**config.mk**
```make
export PLATFORM = sky130hd
export DESIGN_NAME = dram_arbiter
export DESIGN_NICKNAME = d
export VERILOG_FILES = /design/src/rtl/dram_arbiter.sv
export SDC_FILE = /design/constraint.sdc
export NUM_CORES = 1
export LEC_CHECK = 0
export ABC_AREA = 1
export BUFFER_PORTS_ARGS = -buffer_cell sky130_fd_sc_hd__buf_2
export CAP_MARGIN = 30
export CORE_MARGIN = 3
export CORE_UTILIZATION = 48
export DETAILED_ROUTE_END_ITERATION = 6
export PLACE_DENSITY = 0.8
export SLEW_MARGIN = 40
export SYNTH_ARGS = -nofsm -noshare
export SYNTH_HDL_FRONTEND = slang
export SYNTH_SLANG_ARGS = --single-unit
```
**constraint.sdc**
```tcl
create_clock -name CLK -period 2.1 [get_ports CLK]
set_clock_uncertainty 0.2 [all_clocks]
set_input_delay 0.105 -clock CLK [delete_from_list [all_inputs] [get_ports CLK]]
set_output_delay 0.105 -clock CLK [all_outputs]
set_load 0.02 [all_outputs]
```
**src/rtl/dram_arbiter.sv**
```systemverilog
// Two-master (68000 CPU / DMA) arbiter in front of a single DRAM controller port.
// Alternating priority on ties, per-cycle watchdog, registered outputs, synchronous active-low reset.
module dram_arbiter #(
  parameter int TIMEOUT = 255
) (
  input  logic        CLK,
  input  logic        RST,
  input  logic        CPU_CS,
  input  logic        CPU_AS,
  input  logic        CPU_LDS,
  input  logic        CPU_UDS,
  input  logic        CPU_RW,
  input  logic [23:1] CPU_ADDR,
  output logic        CPU_DTACK,
  output logic        CPU_BERR,
  input  logic        DMA_REQ,
  input  logic        DMA_RW,
  input  logic        DMA_LDS,
  input  logic        DMA_UDS,
  input  logic [23:1] DMA_ADDR,
  output logic        DMA_ACK,
  output logic        DMA_ERR,
  output logic        M_CS,
  output logic        M_AS,
  output logic        M_LDS,
  output logic        M_UDS,
  output logic        M_RW,
  output logic [23:1] M_ADDR,
  input  logic        M_DTACK
);

  localparam int CW = $clog2(TIMEOUT + 1);
  localparam logic [CW-1:0] WD_MAX = CW'(TIMEOUT);

  typedef enum logic [2:0] {
    IDLE,
    CPU_RUN,
    CPU_HOLD,
    DMA_RUN,
    RECOVER
  } state_t;

  state_t        r_state, w_state;
  logic [CW-1:0] r_wd, w_wd;
  logic          r_last_dma, w_last_dma;
  logic          r_m_cs, w_m_cs;
  logic          r_m_as, w_m_as;
  logic          r_m_lds, w_m_lds;
  logic          r_m_uds, w_m_uds;
  logic          r_m_rw, w_m_rw;
  logic [23:1]   r_m_addr, w_m_addr;
  logic          r_cpu_dtack, w_cpu_dtack;
  logic          r_cpu_berr, w_cpu_berr;
  logic          r_dma_ack, w_dma_ack;
  logic          r_dma_err, w_dma_err;

  logic          w_cpu_req;
  logic          w_dma_req;
  logic          w_wd_done;
  logic [CW-1:0] w_wd_inc;

  assign w_cpu_req = !CPU_CS && !CPU_AS;
  assign w_dma_req = DMA_REQ;
  assign w_wd_done = (r_wd == WD_MAX);
  assign w_wd_inc  = w_wd_done ? r_wd : r_wd + CW'(1);

  always_comb begin
    w_state     = r_state;
    w_wd        = r_wd;
    w_last_dma  = r_last_dma;
    w_m_cs      = r_m_cs;
    w_m_as      = r_m_as;
    w_m_lds     = r_m_lds;
    w_m_uds     = r_m_uds;
    w_m_rw      = r_m_rw;
    w_m_addr    = r_m_addr;
    w_cpu_dtack = r_cpu_dtack;
    w_cpu_berr  = r_cpu_berr;
    w_dma_ack   = 1'b0;
    w_dma_err   = 1'b0;

    case (r_state)
      IDLE: begin
        // On a tie the master that did not win last time gets the bus.
        if (w_cpu_req && (!w_dma_req || r_last_dma)) begin
          w_state    = CPU_RUN;
          w_last_dma = 1'b0;
          w_wd       = '0;
          w_m_cs     = 1'b0;
          w_m_as     = 1'b0;
          w_m_addr   = CPU_ADDR;
          w_m_rw     = CPU_RW;
          w_m_lds    = CPU_LDS;
          w_m_uds    = CPU_UDS;
        end else if (w_dma_req) begin
          w_state    = DMA_RUN;
          w_last_dma = 1'b1;
          w_wd       = '0;
          w_m_cs     = 1'b0;
          w_m_as     = 1'b0;
          w_m_addr   = DMA_ADDR;
          w_m_rw     = DMA_RW;
          w_m_lds    = DMA_LDS;
          w_m_uds    = DMA_UDS;
        end
      end

      CPU_RUN: begin
        if (CPU_AS) begin
          w_state = RECOVER;
          w_m_cs  = 1'b1;
          w_m_as  = 1'b1;
        end else if (!M_DTACK) begin
          w_state     = CPU_HOLD;
          w_cpu_dtack = 1'b0;
        end else if (w_wd_done) begin
          // Bus error is held in CPU_HOLD until the CPU drops its strobe.
          w_state    = CPU_HOLD;
          w_cpu_berr = 1'b0;
          w_m_cs     = 1'b1;
          w_m_as     = 1'b1;
        end else begin
          w_wd = w_wd_inc;
        end
      end

      CPU_HOLD: begin
        if (CPU_AS) begin
          w_state     = RECOVER;
          w_cpu_dtack = 1'b1;
          w_cpu_berr  = 1'b1;
          w_m_cs      = 1'b1;
          w_m_as      = 1'b1;
        end
      end

      DMA_RUN: begin
        if (!M_DTACK) begin
          w_state   = RECOVER;
          w_dma_ack = 1'b1;
          w_m_cs    = 1'b1;
          w_m_as    = 1'b1;
        end else if (w_wd_done) begin
          w_state   = RECOVER;
          w_dma_err = 1'b1;
          w_m_cs    = 1'b1;
          w_m_as    = 1'b1;
        end else begin
          w_wd = w_wd_inc;
        end
      end

      RECOVER: begin
        if (M_DTACK) w_state = IDLE;
      end

      default: w_state = IDLE;
    endcase
  end

  always_ff @(posedge CLK) begin
    if (!RST) begin
      r_state     <= IDLE;
      r_wd        <= '0;
      r_last_dma  <= 1'b1;
      r_m_cs      <= 1'b1;
      r_m_as      <= 1'b1;
      r_m_lds     <= 1'b1;
      r_m_uds     <= 1'b1;
      r_m_rw      <= 1'b1;
      r_m_addr    <= '0;
      r_cpu_dtack <= 1'b1;
      r_cpu_berr  <= 1'b1;
      r_dma_ack   <= 1'b0;
      r_dma_err   <= 1'b0;
    end else begin
      r_state     <= w_state;
      r_wd        <= w_wd;
      r_last_dma  <= w_last_dma;
      r_m_cs      <= w_m_cs;
      r_m_as      <= w_m_as;
      r_m_lds     <= w_m_lds;
      r_m_uds     <= w_m_uds;
      r_m_rw      <= w_m_rw;
      r_m_addr    <= w_m_addr;
      r_cpu_dtack <= w_cpu_dtack;
      r_cpu_berr  <= w_cpu_berr;
      r_dma_ack   <= w_dma_ack;
      r_dma_err   <= w_dma_err;
    end
  end

  assign M_CS      = r_m_cs;
  assign M_AS      = r_m_as;
  assign M_LDS     = r_m_lds;
  assign M_UDS     = r_m_uds;
  assign M_RW      = r_m_rw;
  assign M_ADDR    = r_m_addr;
  assign CPU_DTACK = r_cpu_dtack;
  assign CPU_BERR  = r_cpu_berr;
  assign DMA_ACK   = r_dma_ack;
  assign DMA_ERR   = r_dma_err;

endmodule
```
# Word-level counts from Yosys, hierarchy flattened
# Index checks and enable logic that the tools add are counted.
# word_totals
inputBits	58
output_inout_bits	32
register_bits	44
# op_classes
addsub	1
n_mux	48
eq_ne	15
reduce_logical	19
# ops
operator	n
$mux W23	2
$mux W8	5
$mux W3	9
$mux W1	26
$pmux W8 S3	1
$pmux W3 S5	1
$ne A2 B2 Y1 const B	6
$reduce_and A5 Y1	2
$ne A3 B3 Y1 const B	3
$add A8 B1 Y8 const B	1
$eq A8 B8 Y1 const B	1
$pmux W1 S4	2
$reduce_and A4 Y1	2
$eq A3 B2 Y1 const B	2
$reduce_and A3 Y1	2
$ne A4 B4 Y1 const B	1
$pmux W1 S2	2
$reduce_and A2 Y1	2
$reduce_bool A2 Y1	2
$reduce_bool A4 Y1	1
$eq A3 B1 Y1 const B	1
$eq A3 B3 Y1 const B	1
$logic_not A1 Y1	3
$logic_not A3 Y1	1
3 further kinds	4

# Depth between registers and ports, before layout
# Gate-level depths: netlist of the first run.
# depth
word_depth	5
depth_mapped	10
ltp_nobuf	10

# Worst setup path after synthesis of the first run
# No wires, ideal clock.
# synth_path
kind	reg2reg
start	reg r_wd[0]
end	reg r_wd[2]
arrival_time_ps	1261
setup_slack_ps	573
period_less_slack_ps	1527
path_stages_with_launch	9
required_ps	1834
setup_time_ps	66
cell_sequence	dfxtp_1 -> ha_1 -> nand2_1 -> nor2_1 -> a21oi_1 -> nand2_4 -> nand2_8 -> nand2_1 -> a21oi_2
# synth_between
elab_chain_cells	5
word_cells_on_any_way	6
classes_between	add/sub: 1; eq/ne: 1; mux: 4
# synth_rtl
item	line	text
start: declaration	44	logic [CW-1:0] r_wd, w_wd;
start signal: assignment	178	r_wd <= w_wd;
$add A8 B1 Y8 or $eq A8 B8 Y1 (tied branches)	65, 64	
$mux W8 *	116, 143	
$mux W8 *	113	end else if (!M_DTACK) begin
$mux W8	109	if (CPU_AS) begin
$pmux W8 S3 *	82	case (r_state)
# Mark *: on every way between the ends. The rest lies on a longest branch, timed or not. The select of a mux whose other input is x is not followed.
# A chain may end at the register's enable or synchronous reset.

# Final worst setup path of the first run
# layout_path
start	in CPU_AS
end	reg r_m_addr, in the netlist M_ADDR[10]
# layout_between
elab_chain_cells	5
word_cells_on_any_way	6
classes_between	mux: 1; reduce/logical: 5
# layout_rtl
item	line	text
start: declaration	9	input logic CPU_AS,
$logic_not A1 Y1 *	62	assign w_cpu_req = !CPU_CS && !CPU_AS;
$logic_and A1 B1 Y1 *	62	
$logic_and A1 B1 Y1 *	85	if (w_cpu_req && (!w_dma_req || r_last_dma)) begin
$reduce_bool A2 Y1 (no line)	n/a	
$reduce_and A2 Y1 (no line)	n/a	
end signal: assignment	185	r_m_addr <= w_m_addr;
end: declaration	51	logic [23:1] r_m_addr, w_m_addr;
# Mark *: on every way between the ends. The rest lies on a longest branch, timed or not.

==> results of run 1 <==
per-stage QoR:
stage                     TNS [ns]  total power [mW]  util (%)
final                            0              3.92      78.8
after global routing       -0.0129              4.14      78.8
after CTS                        0              3.74      78.8
after detailed placement         0              2.97      63.0
after global placement           0              2.95      63.0
after floorplan                  0              2.51         -
cells in the final DEF (no fill, tap or decap), types with 6 or more instances in the layout:
| master | Yosys | final |
|---|---|---|
| clkbuf_8 | 0 | 6 |
| o21ai_0 | 37 | 37 |
| nor2_1 | 25 | 25 |
| nand2_1 | 74 | 74 |
| a21oi_1 | 60 | 60 |
| buf_2 | 4 | 89 |
| nand3_1 | 11 | 11 |
| dfxtp_1 | 44 | 44 |
| dlygate4sd3_1 | 0 | 54 |
| inv_1 | 17 | 17 |
worst min path at each step:
stage                    to  cells past startpoint  startpoint
floorplan           DMA_ACK                      1     M_DTACK
finish              r_wd[1]                      4         RST
CTS                 r_wd[1]                      4         RST
global route        r_wd[1]                      4         RST
global placement    DMA_ACK                      2     M_DTACK
detailed placement  DMA_ACK                      2     M_DTACK
timing repair:
| item | in CTS | in global routing |
|---|---|---|
| setup endpoints to repair | 0 | 1 |
| hold buffers | 54 | 0 |
| hold endpoints to repair | 30 | 0 |
| resized for setup | 0 | 0 |
Yosys cell counts, drive strengths merged:
library cell / instances / share of area, %
a21oi: 62 / 15
a31oi: 1 / 0.29
buf: 7 / 2.1
clkbuf: 5 / 0.87
clkinv: 1 / 0.17
dfxtp: 44 / 41
ha: 1 / 0.58
inv: 21 / 3.6
nand2: 81 / 16
nand3: 12 / 3.0
nand4: 2 / 0.58
nor2: 29 / 5.7
nor3: 1 / 0.23
nor3b: 2 / 0.69
nor4: 1 / 0.29
o21ai: 42 / 9.7
xor2: 1 / 0.41
layout make-up:
| type | count | area (µm²) |
|---|---|---|
| Tap cell | 50 | 62.6 |
| Inverter | 22 | 82.6 |
| Timing Repair Buffer | 146 | 1010 |
| Fill cell | 253 | 883 |
| Clock inverter | 2 | 38.8 |
| Sequential cell | 44 | 881 |
| Clock buffer | 6 | 82.6 |
| Multi-Input combinational cell | 235 | 1130 |
where the power goes:
part | internal, mW | switching, mW
Combinational | 0.612 | 1.26
Sequential | 1.12 | 0.234
Clock | 0.389 | 0.306
cell families (layout without fill, tap and decap cells):
| logic type | Yosys count | count (layout) | share of synthesized area [%] |
|---|---|---|---|
| AOI/OAI and AO/OA | 105 | 105 | 24.7 |
| xor gates and xnor gates | 1 | 1 | 0.405 |
| adders and majority gates | 1 | 1 | 0.579 |
| buffers and inverters | 34 | 176 | 6.83 |
| DFF | 44 | 44 | 40.7 |
| and+or+nand+nor | 128 | 128 | 26.7 |
critical path: stages:
cell and delay [ns]:
dlygate4sd3_1 0.53, buf_2 0.17, o21ai_1 0.27, nand2_4 0.18, inv_2 0.35, o21ai_0 0.19
a21oi_1 0.25
routing by layer:
layer  vias up  part of all wire, %  track usage, %
li1       1321                    -               -
met1      1257                   35            40.2
met2       256                   45            51.6
met3        64                   13            10.9
met4         0                  6.1            20.1
met5         -                    0               0
==> reports/results.ini, run 1 <==
[status]
status=finished, final reports clean

[layout]
nets=513
layout-drive-gt1-share_pct=25.9
instances_no_fill=505
largest_reg_flops=23
area_growth_pct=52.1
diodes=0
fin_area_um2=3290

[power]
p_per_area_nw_per_um2=1190
p_leak_nw=1.53
peakVddDrop_uv=714

[detailed_routing]
routed_wl_mm=8.67
drtAntennaViolNets=0
first_iter_violations=297
vias=2898
via_per_inst=5.74
wl_per_cell_um=17.2
drc=0
dr.pass1.iters=5

[clocking]
cts_buffer_depth=2
cts.sinks=44
post_cts_buffers=0
h-tree-depth=2
clock_latency_ns=0.30
clk_pin_slew_ns=0.09
cts_tree=built
clockRootBuffer=clkbuf_8
cts_buffers=5

[global_routing]
grt_pass1_vias=2860
gr-total-overflow=0
antenna_found_initial=0
grt_pass1_wl_mm=13.7
grt_max_degree=28
grt_usage_pct=33.4

[sta]
worst_hold_slack_ns=0.0904
post-route-period-util_pct=97.2
hold_viol=0
maxSlewHeadroom_pct=63.3
layout_setup_ws_ns=0.0581
fmax_mhz=490
finalMaxSlewViolations=0
min_period_ns=2.04
tightest_slew_ns=0.547
setup_viol=0
rsz0062_at_grt=true

[yosys]
yosys_warnings=0
synth.yosys.seq_area_share_pct=40.7
syn_inst=313
synth.distinct_cells=28
syn_area_per_cell_um2=6.91
ys_ff_latch=44
syn_nets=372
syn_area_um2=2160

[die]
initial_core_util_pct=51.8
coreArea_um2=4170
rows=23
io_pins=90
fp.dieArea_um2=5350
die_y_um=73.1
fp.dieW_um=73.1

[placement]
gp_congestion=0.834
dp_hpwl_mm=4.14
post-place-ws_ns=0.363
place_area_um2=2630
dp.cells=443
port_buffers=89

[setup_path]
r2r-start=r_state[1]
r2r-end=M_ADDR[10]
crit_type=primary input to register
cp-endpoint=M_ADDR[10]
critPathArrivalTime_ns=2.05
crit_path_max_fanout=26
rrSetupSlack_ns=0.14
required_ns=2.11
crit_start=CPU_AS
worstSetupEndpointType=register
startpoint_type=primary input
worstRegToRegCells=7

[run]
cap_violations=0

[hold_path]
hp-class=primary input to register

Note: power is estimated with default switching activity, not from simulation.
==> run 2: changes to the inputs <==
--- a/config.mk
+++ b/config.mk
@@ -9,9 +9,9 @@
 export BUFFER_PORTS_ARGS = -buffer_cell sky130_fd_sc_hd__buf_2
 export CAP_MARGIN = 30
 export CORE_MARGIN = 3
-export CORE_UTILIZATION = 48
+export CORE_UTILIZATION = 43
 export DETAILED_ROUTE_END_ITERATION = 6
-export PLACE_DENSITY = 0.8
+export PLACE_DENSITY = 0.76
 export SLEW_MARGIN = 40
 export SYNTH_ARGS = -nofsm -noshare
 export SYNTH_HDL_FRONTEND = slang
==> constraint.sdc (replaced) <==
create_clock -name CLK -period 1.65 [get_ports CLK]
set_clock_uncertainty 0.2 [all_clocks]
set_input_delay 0.0825 -clock CLK [delete_from_list [all_inputs] [get_ports CLK]]
set_output_delay 0.0825 -clock CLK [all_outputs]
set_load 0.02 [all_outputs]
==> reports/results.ini, run 2 (synthesis results as in run 1) <==
[status]
status=finished, final reports clean

[die]
die_y_um=76.9  ; +5.2%
fp.dieW_um=76.9  ; +5.2%
rows=25  ; +8.7%
coreArea_um2=4790  ; +15%
io_pins=90  ; unchanged
fp.dieArea_um2=5920  ; +11%
initial_core_util_pct=45.2  ; -6.6 points

[clocking]
clk_pin_slew_ns=0.10  ; about the same
cts_buffer_depth=2  ; unchanged
clock_latency_ns=0.31  ; about the same
cts_tree=built
cts.sinks=44  ; unchanged
cts_buffers=5  ; unchanged
clockRootBuffer=clkbuf_8
h-tree-depth=2  ; unchanged

[layout]
layout-drive-gt1-share_pct=32.0  ; +6.0 points
fin_area_um2=3500  ; +6.5%
multi_input_area_um2=1190  ; +5.3%
nets=527  ; +2.7%
final.fill_count=339  ; +34%
final_common_cell=buf_2
instances_no_fill=536  ; +6.1%
seqCellArea_um2=890  ; +0.99%
area_growth_pct=62.0
diodes=0  ; unchanged
final_cell_mix=buf_2 (89), nand2_1 (71), a21oi_1 (56), dlygate4sd3_1 (54), dfxtp_1 (39)
largest_reg_flops=23  ; unchanged

[sta]
finalMaxSlewViolations=0  ; unchanged
hold_viol=0  ; unchanged
maxSlewHeadroom_pct=69.8  ; +6.5 points
rsz0062_at_grt=true
fmax_mhz=608
worst_hold_slack_ns=0.0164  ; -0.0740 ns
min_period_ns=1.65
setup_viol=0  ; unchanged
post-route-period-util_pct=99.7
setup_tns_ns=0  ; unchanged
tightest_slew_ns=0.450  ; -0.0968 ns

[placement]
dp_hpwl_mm=4.37  ; +5.5%
dp.cells=472  ; +6.5%
place_area_um2=2760  ; +5.2%
port_buffers=89  ; unchanged
gp_congestion=0.827  ; -0.89%

[setup_path]
worst_path_max_delay_cell=dfxtp_1
cpPeakStageDelay_ns=0.34  ; -0.19 ns
critPathBufInv=3  ; unchanged
crit_path_max_fanout=17  ; -35%
crit_type=register to register
required_ns=1.68  ; -0.43 ns
critPathArrivalTime_ns=1.68  ; -0.37 ns
startpoint_type=register
crit_family=buffers and inverters
worstSetupEndpointType=register
cp_cell_sequence=inv_2 > nand2_1 > nor2_2 > nand2_4 > inv_4 > buf_12 > o21ai_0 > a21oi_1

[detailed_routing]
routed_wl_mm=8.61  ; -0.70%
first_iter_violations=250  ; -16%
wl_per_cell_um=16.1  ; -6.4%
vias=2907  ; +0.31%
via_per_inst=5.42  ; -5.5%
drc=0  ; unchanged
dr.pass1.iters=5  ; unchanged
drtAntennaViolNets=0  ; unchanged

[global_routing]
grt_pass1_wl_mm=13.2  ; -3.2%
grt_usage_pct=27.7  ; -5.8 points
antenna_found_initial=0  ; unchanged
gr-total-overflow=0  ; unchanged
grt_max_degree=28  ; unchanged
grt_pass1_vias=2806  ; -1.9%

[power]
p_per_area_nw_per_um2=1490  ; +25%
p_leak_nw=1.62  ; +5.8%
p_total_mw=5.22  ; +33%
peakVddDrop_uv=918  ; +29%

[run]
cap_violations=0  ; unchanged

[hold_path]
hp-class=primary input to register

==> run 2: cell count changes in the layout (fill, tap and decap cells not counted), sizes merged <==
cell | before | now
buf | 92 | 106
clkinvlp | 0 | 1
clkbuf | 6 | 5
==> run 2: layout make-up <==
cell class                      instances  area share, %
Tap cell                               67           2.39
Inverter                               22           2.43
Clock buffer                            5           1.96
Clock inverter                          3           1.21
Timing Repair Buffer                  160           32.5
Multi-Input combinational cell        235           34.1
Sequential cell                        44           25.4
==> run 2: routing by layer <==
layer  vias up  GRT usage, %  wire [µm]
met3        42          8.45        858
met4         0          14.5        482
met5         -             0          0
met1      1308          32.7       3330
li1       1351             -          -
met2       206          44.9       3940
==> run 2: repair_timing <==
action	CTS	global route
hold endpoints to repair	30	0
gates resized for setup	4	20
hold buffers	54	0
pin swaps	0	2
setup endpoints to repair	4	34
buffers inserted	0	2
==> run 2: final timing paths <==
kind                                  from    endpoint  slack [ns]  cells after the start
worst min register to register    CPU_BERR    CPU_BERR        0.25                      2
worst max-delay path            r_state[1]  M_ADDR[19]       0.005                      8
worst min-delay path                CPU_AS        M_CS        0.02                      5
worst max register to register  r_state[1]  M_ADDR[19]       0.005                      8
==> run 2: power breakdown <==
| part | internal, mW | switching, mW | leakage (nW) |
|---|---|---|---|
| Combinational | 0.969 | 1.69 | 1.20 |
| Sequential | 1.44 | 0.265 | 0.365 |
| Clock | 0.449 | 0.407 | 0.0541 |
==> run 2: worst min-delay path: stages <==
cell	delay, ns
buf_2	0.15
o21ai_0	0.10
nand2_1	0.06
nand2_1	0.04
nand2_1	0.05
==> run 2: through the flow <==
step                utilization, %  setup slack [ns]
floorplan                        -             0.123
global placement              57.8            0.0695
detailed placement            57.8           -0.0358
CTS                           71.6            0.0250
global route                  73.2           -0.0844
finish                        73.2           0.00495
==> run 3: changes to the inputs <==
--- a/config.mk
+++ b/config.mk
@@ -5,13 +5,12 @@
 export SDC_FILE = /design/constraint.sdc
 export NUM_CORES = 1
 export LEC_CHECK = 0
-export ABC_AREA = 1
 export BUFFER_PORTS_ARGS = -buffer_cell sky130_fd_sc_hd__buf_2
 export CAP_MARGIN = 30
 export CORE_MARGIN = 3
-export CORE_UTILIZATION = 43
+export CORE_UTILIZATION = 42
 export DETAILED_ROUTE_END_ITERATION = 6
-export PLACE_DENSITY = 0.76
+export PLACE_DENSITY = 0.75
 export SLEW_MARGIN = 40
 export SYNTH_ARGS = -nofsm -noshare
 export SYNTH_HDL_FRONTEND = slang
==> reports/results.ini, run 3 <==
[layout]
seqCellArea_um2=888  ; -0.14%
fin_util_pct=81.3  ; +8.2 points
diodes=0  ; unchanged
largest_reg_flops=23  ; unchanged
nets=462  ; -12%
multi_input_area_um2=1270  ; +6.6%
fin_area_um2=3690  ; +5.3%
area_growth_pct=79.4
final_common_cell=buf_2
final_cell_mix=buf_2 (89), dlygate4sd3_1 (55), dfxtp_1 (40), nor2_1 (30), buf_4 (29)
final.fill_count=239  ; -29%
layout-drive-gt1-share_pct=41.3  ; +9.4 points

[global_routing]
gr-total-overflow=0  ; unchanged
antenna_found_initial=0  ; unchanged
grt_pass1_wl_mm=12.2  ; -8.1%
grt_usage_pct=26.0  ; -1.6 points
grt_pass1_vias=2535  ; -9.7%
grt_max_degree=28  ; unchanged

[placement]
place_area_um2=2780  ; +0.72%
port_buffers=89  ; unchanged
dp_hpwl_mm=3.92  ; -10%
gp_congestion=0.839  ; +1.5%
post-place-ws_ns=-0.147  ; -0.111 ns

[setup_path]
startpoint_type=register
crit_type=register to register
worstSetupEndpointType=register
crit_path_max_fanout=5  ; -12
critPathArrivalTime_ns=1.93  ; +0.25 ns
required_ns=1.68  ; about the same
worst_path_max_delay_cell=or4_4
cp_cell_sequence=nor2b_1 > o21ai_1 > a22o_4 > or4_4 > a21oi_2
cpPeakStageDelay_ns=0.42  ; +0.08 ns
worstRegToRegCells=5  ; -3

[power]
p_leak_nw=1.73  ; +6.9%
p_per_area_nw_per_um2=1430  ; -4.3%
clkPwrFrac_pct=13.8  ; -2.6 points
p_int_mw=2.97  ; +3.8%
peakVddDrop_uv=1090  ; +19%
switching_power_mw=2.30  ; -2.9%
p_comb_share_pct=54.9  ; +4.0 points
sequentialPowerShare_pct=31.2  ; -1.5 points
sw_frac_of_total_pct=43.6  ; -1.7 points

[sta]
maxSlewHeadroom_pct=74.1  ; +4.2 points
layout_setup_ws_ns=-0.248  ; -0.252 ns
post-route-period-util_pct=115  ; +15 points
fmax_mhz=527  ; -13%
setup_viol=12  ; +12
tightest_slew_ns=0.386  ; -0.0641 ns
hold_viol=0  ; unchanged
finalMaxSlewViolations=0  ; unchanged
rsz0062_at_grt=true
min_period_ns=1.90  ; +0.252 ns
worst_hold_slack_ns=0.0763  ; +0.0599 ns

[yosys]
async_reset_ff_share_pct=0  ; unchanged
syn_area_um2=2060  ; -4.9%
ys_ff_latch=44  ; unchanged
synthTopCellsByArea=dfxtp_1 (43%), mux2i_1 (14%), a211oi_1 (8.4%)
syn_inst=232  ; -26%
synth.yosys.seq_area_share_pct=42.8  ; +2.1 points
yosysTopAreaCellShare_pct=42.8  ; +2.1 points
synth_ff_type=dfxtp_1
synth_top_area_cell=dfxtp_1
yosys_warnings=0  ; unchanged
syn_nets=291  ; -22%
synth_most_common_cell=dfxtp_1
synth.distinct_cells=36  ; +29%
syn_area_per_cell_um2=8.86  ; +28%
synth_common_cells=dfxtp_1 (44), nor2_1 (31), mux2i_1 (28)
synth_edf_count=0  ; unchanged

[detailed_routing]
first_iter_violations=301  ; +20%
drtAntennaViolNets=0  ; unchanged
drc=0  ; unchanged
dr.pass1.iters=6  ; +1
via_per_inst=5.72  ; +5.4%
routed_wl_mm=9.18  ; +6.6%
vias=2681  ; -7.8%
wl_per_cell_um=19.6  ; +22%

[die]
rows=24  ; -4.0%
die_y_um=76.0  ; -1.2%
fp.dieArea_um2=5770  ; -2.5%
io_pins=90  ; unchanged
fp.dieW_um=76.0  ; -1.2%
coreArea_um2=4530  ; -5.3%
initial_core_util_pct=45.3  ; +0.16 points

[clocking]
cts_tree=built
clock_latency_ns=0.30  ; about the same
cts.sinks=44  ; unchanged
clockRootBuffer=clkbuf_8
clk_pin_slew_ns=0.08  ; -0.02 ns
cts_buffer_depth=2  ; unchanged
cts_buffers=5  ; unchanged
h-tree-depth=2  ; unchanged

[status]
status=complete, but fails checks
violations=setup timing

[hold_path]
hold_depth=4  ; -1
hp-class=primary input to register

[run]
cap_violations=0  ; unchanged

-- run 3: power groups by stage --
stage,registers (mW),logic (mW),clock network [mW]
2_1_floorplan,1.88,0.999,0
3_3_place_gp,1.58,2.04,0
3_5_place_dp,1.58,2.08,0
4_1_cts,1.57,2.30,0.707
5_1_grt,1.66,3.03,0.759
6_report,1.64,2.89,0.729
-- run 3: path summary, 6_finish.rpt --
path / slack [ns] / to / from
max: -0.25 / r_wd[7] / r_state[2]
min: 0.08 / CPU_BERR / CPU_AS
max reg2reg: -0.25 / r_wd[7] / r_state[2]
min reg2reg: 0.30 / M_UDS / M_UDS
-- run 3: what timing repair did --
action                     in CTS  in global routing
hold endpoints to repair       32                  0
gates resized for setup         8                 28
pin swaps                       2                  9
cloned                          1                  2
setup buffers                   1                  4
setup endpoints to repair      34                 36
hold buffers                   55                  0
-- run 3: logic make-up after synthesis --
kind of cell | share of synthesized area (%)
AOI/OAI and AO/OA | 20.3
adders and majority gates | 0.609
buffers and inverters | 4.81
DFF | 42.8
muxes | 13.6
and+or+nand+nor | 17.8
-- run 3: stage by stage --
step,power (mW),TNS (ns),std cells
finish,5.26,-1.44,469
global route,5.45,-2.24,469
CTS,4.58,-0.489,463
detailed placement,3.67,-2.44,398
global placement,3.61,-0.711,398
floorplan,2.88,-0.138,232
-- run 3: cell type report --
class | instances | share of cell area (%)
clock buffers | 6 | 2.24
clock inverters | 2 | 0.271
inverters | 5 | 0.509
flip-flops and latches | 44 | 24.1
well taps | 65 | 2.20
repair buffers | 179 | 36.2
multi-input cells | 168 | 34.5
-- run 3: worst max-delay path: cells and delay by family, from the launching register on --
family	cells	cell delay, ns
AO/OA/AOI/OAI	3	0.63
flip-flops	1	0.38
AND/OR/NAND/NOR	2	0.62
-- run 3: routing by layer --
layer  wire length [µm]  global-route usage [%]  vias to the layer above
li1                   -                       -                     1194
met1               3240                    27.7                     1234
met2               4680                    47.2                      191
met3                612                    6.64                       62
met4                646                    13.6                        0
met5                  0                       0                        -
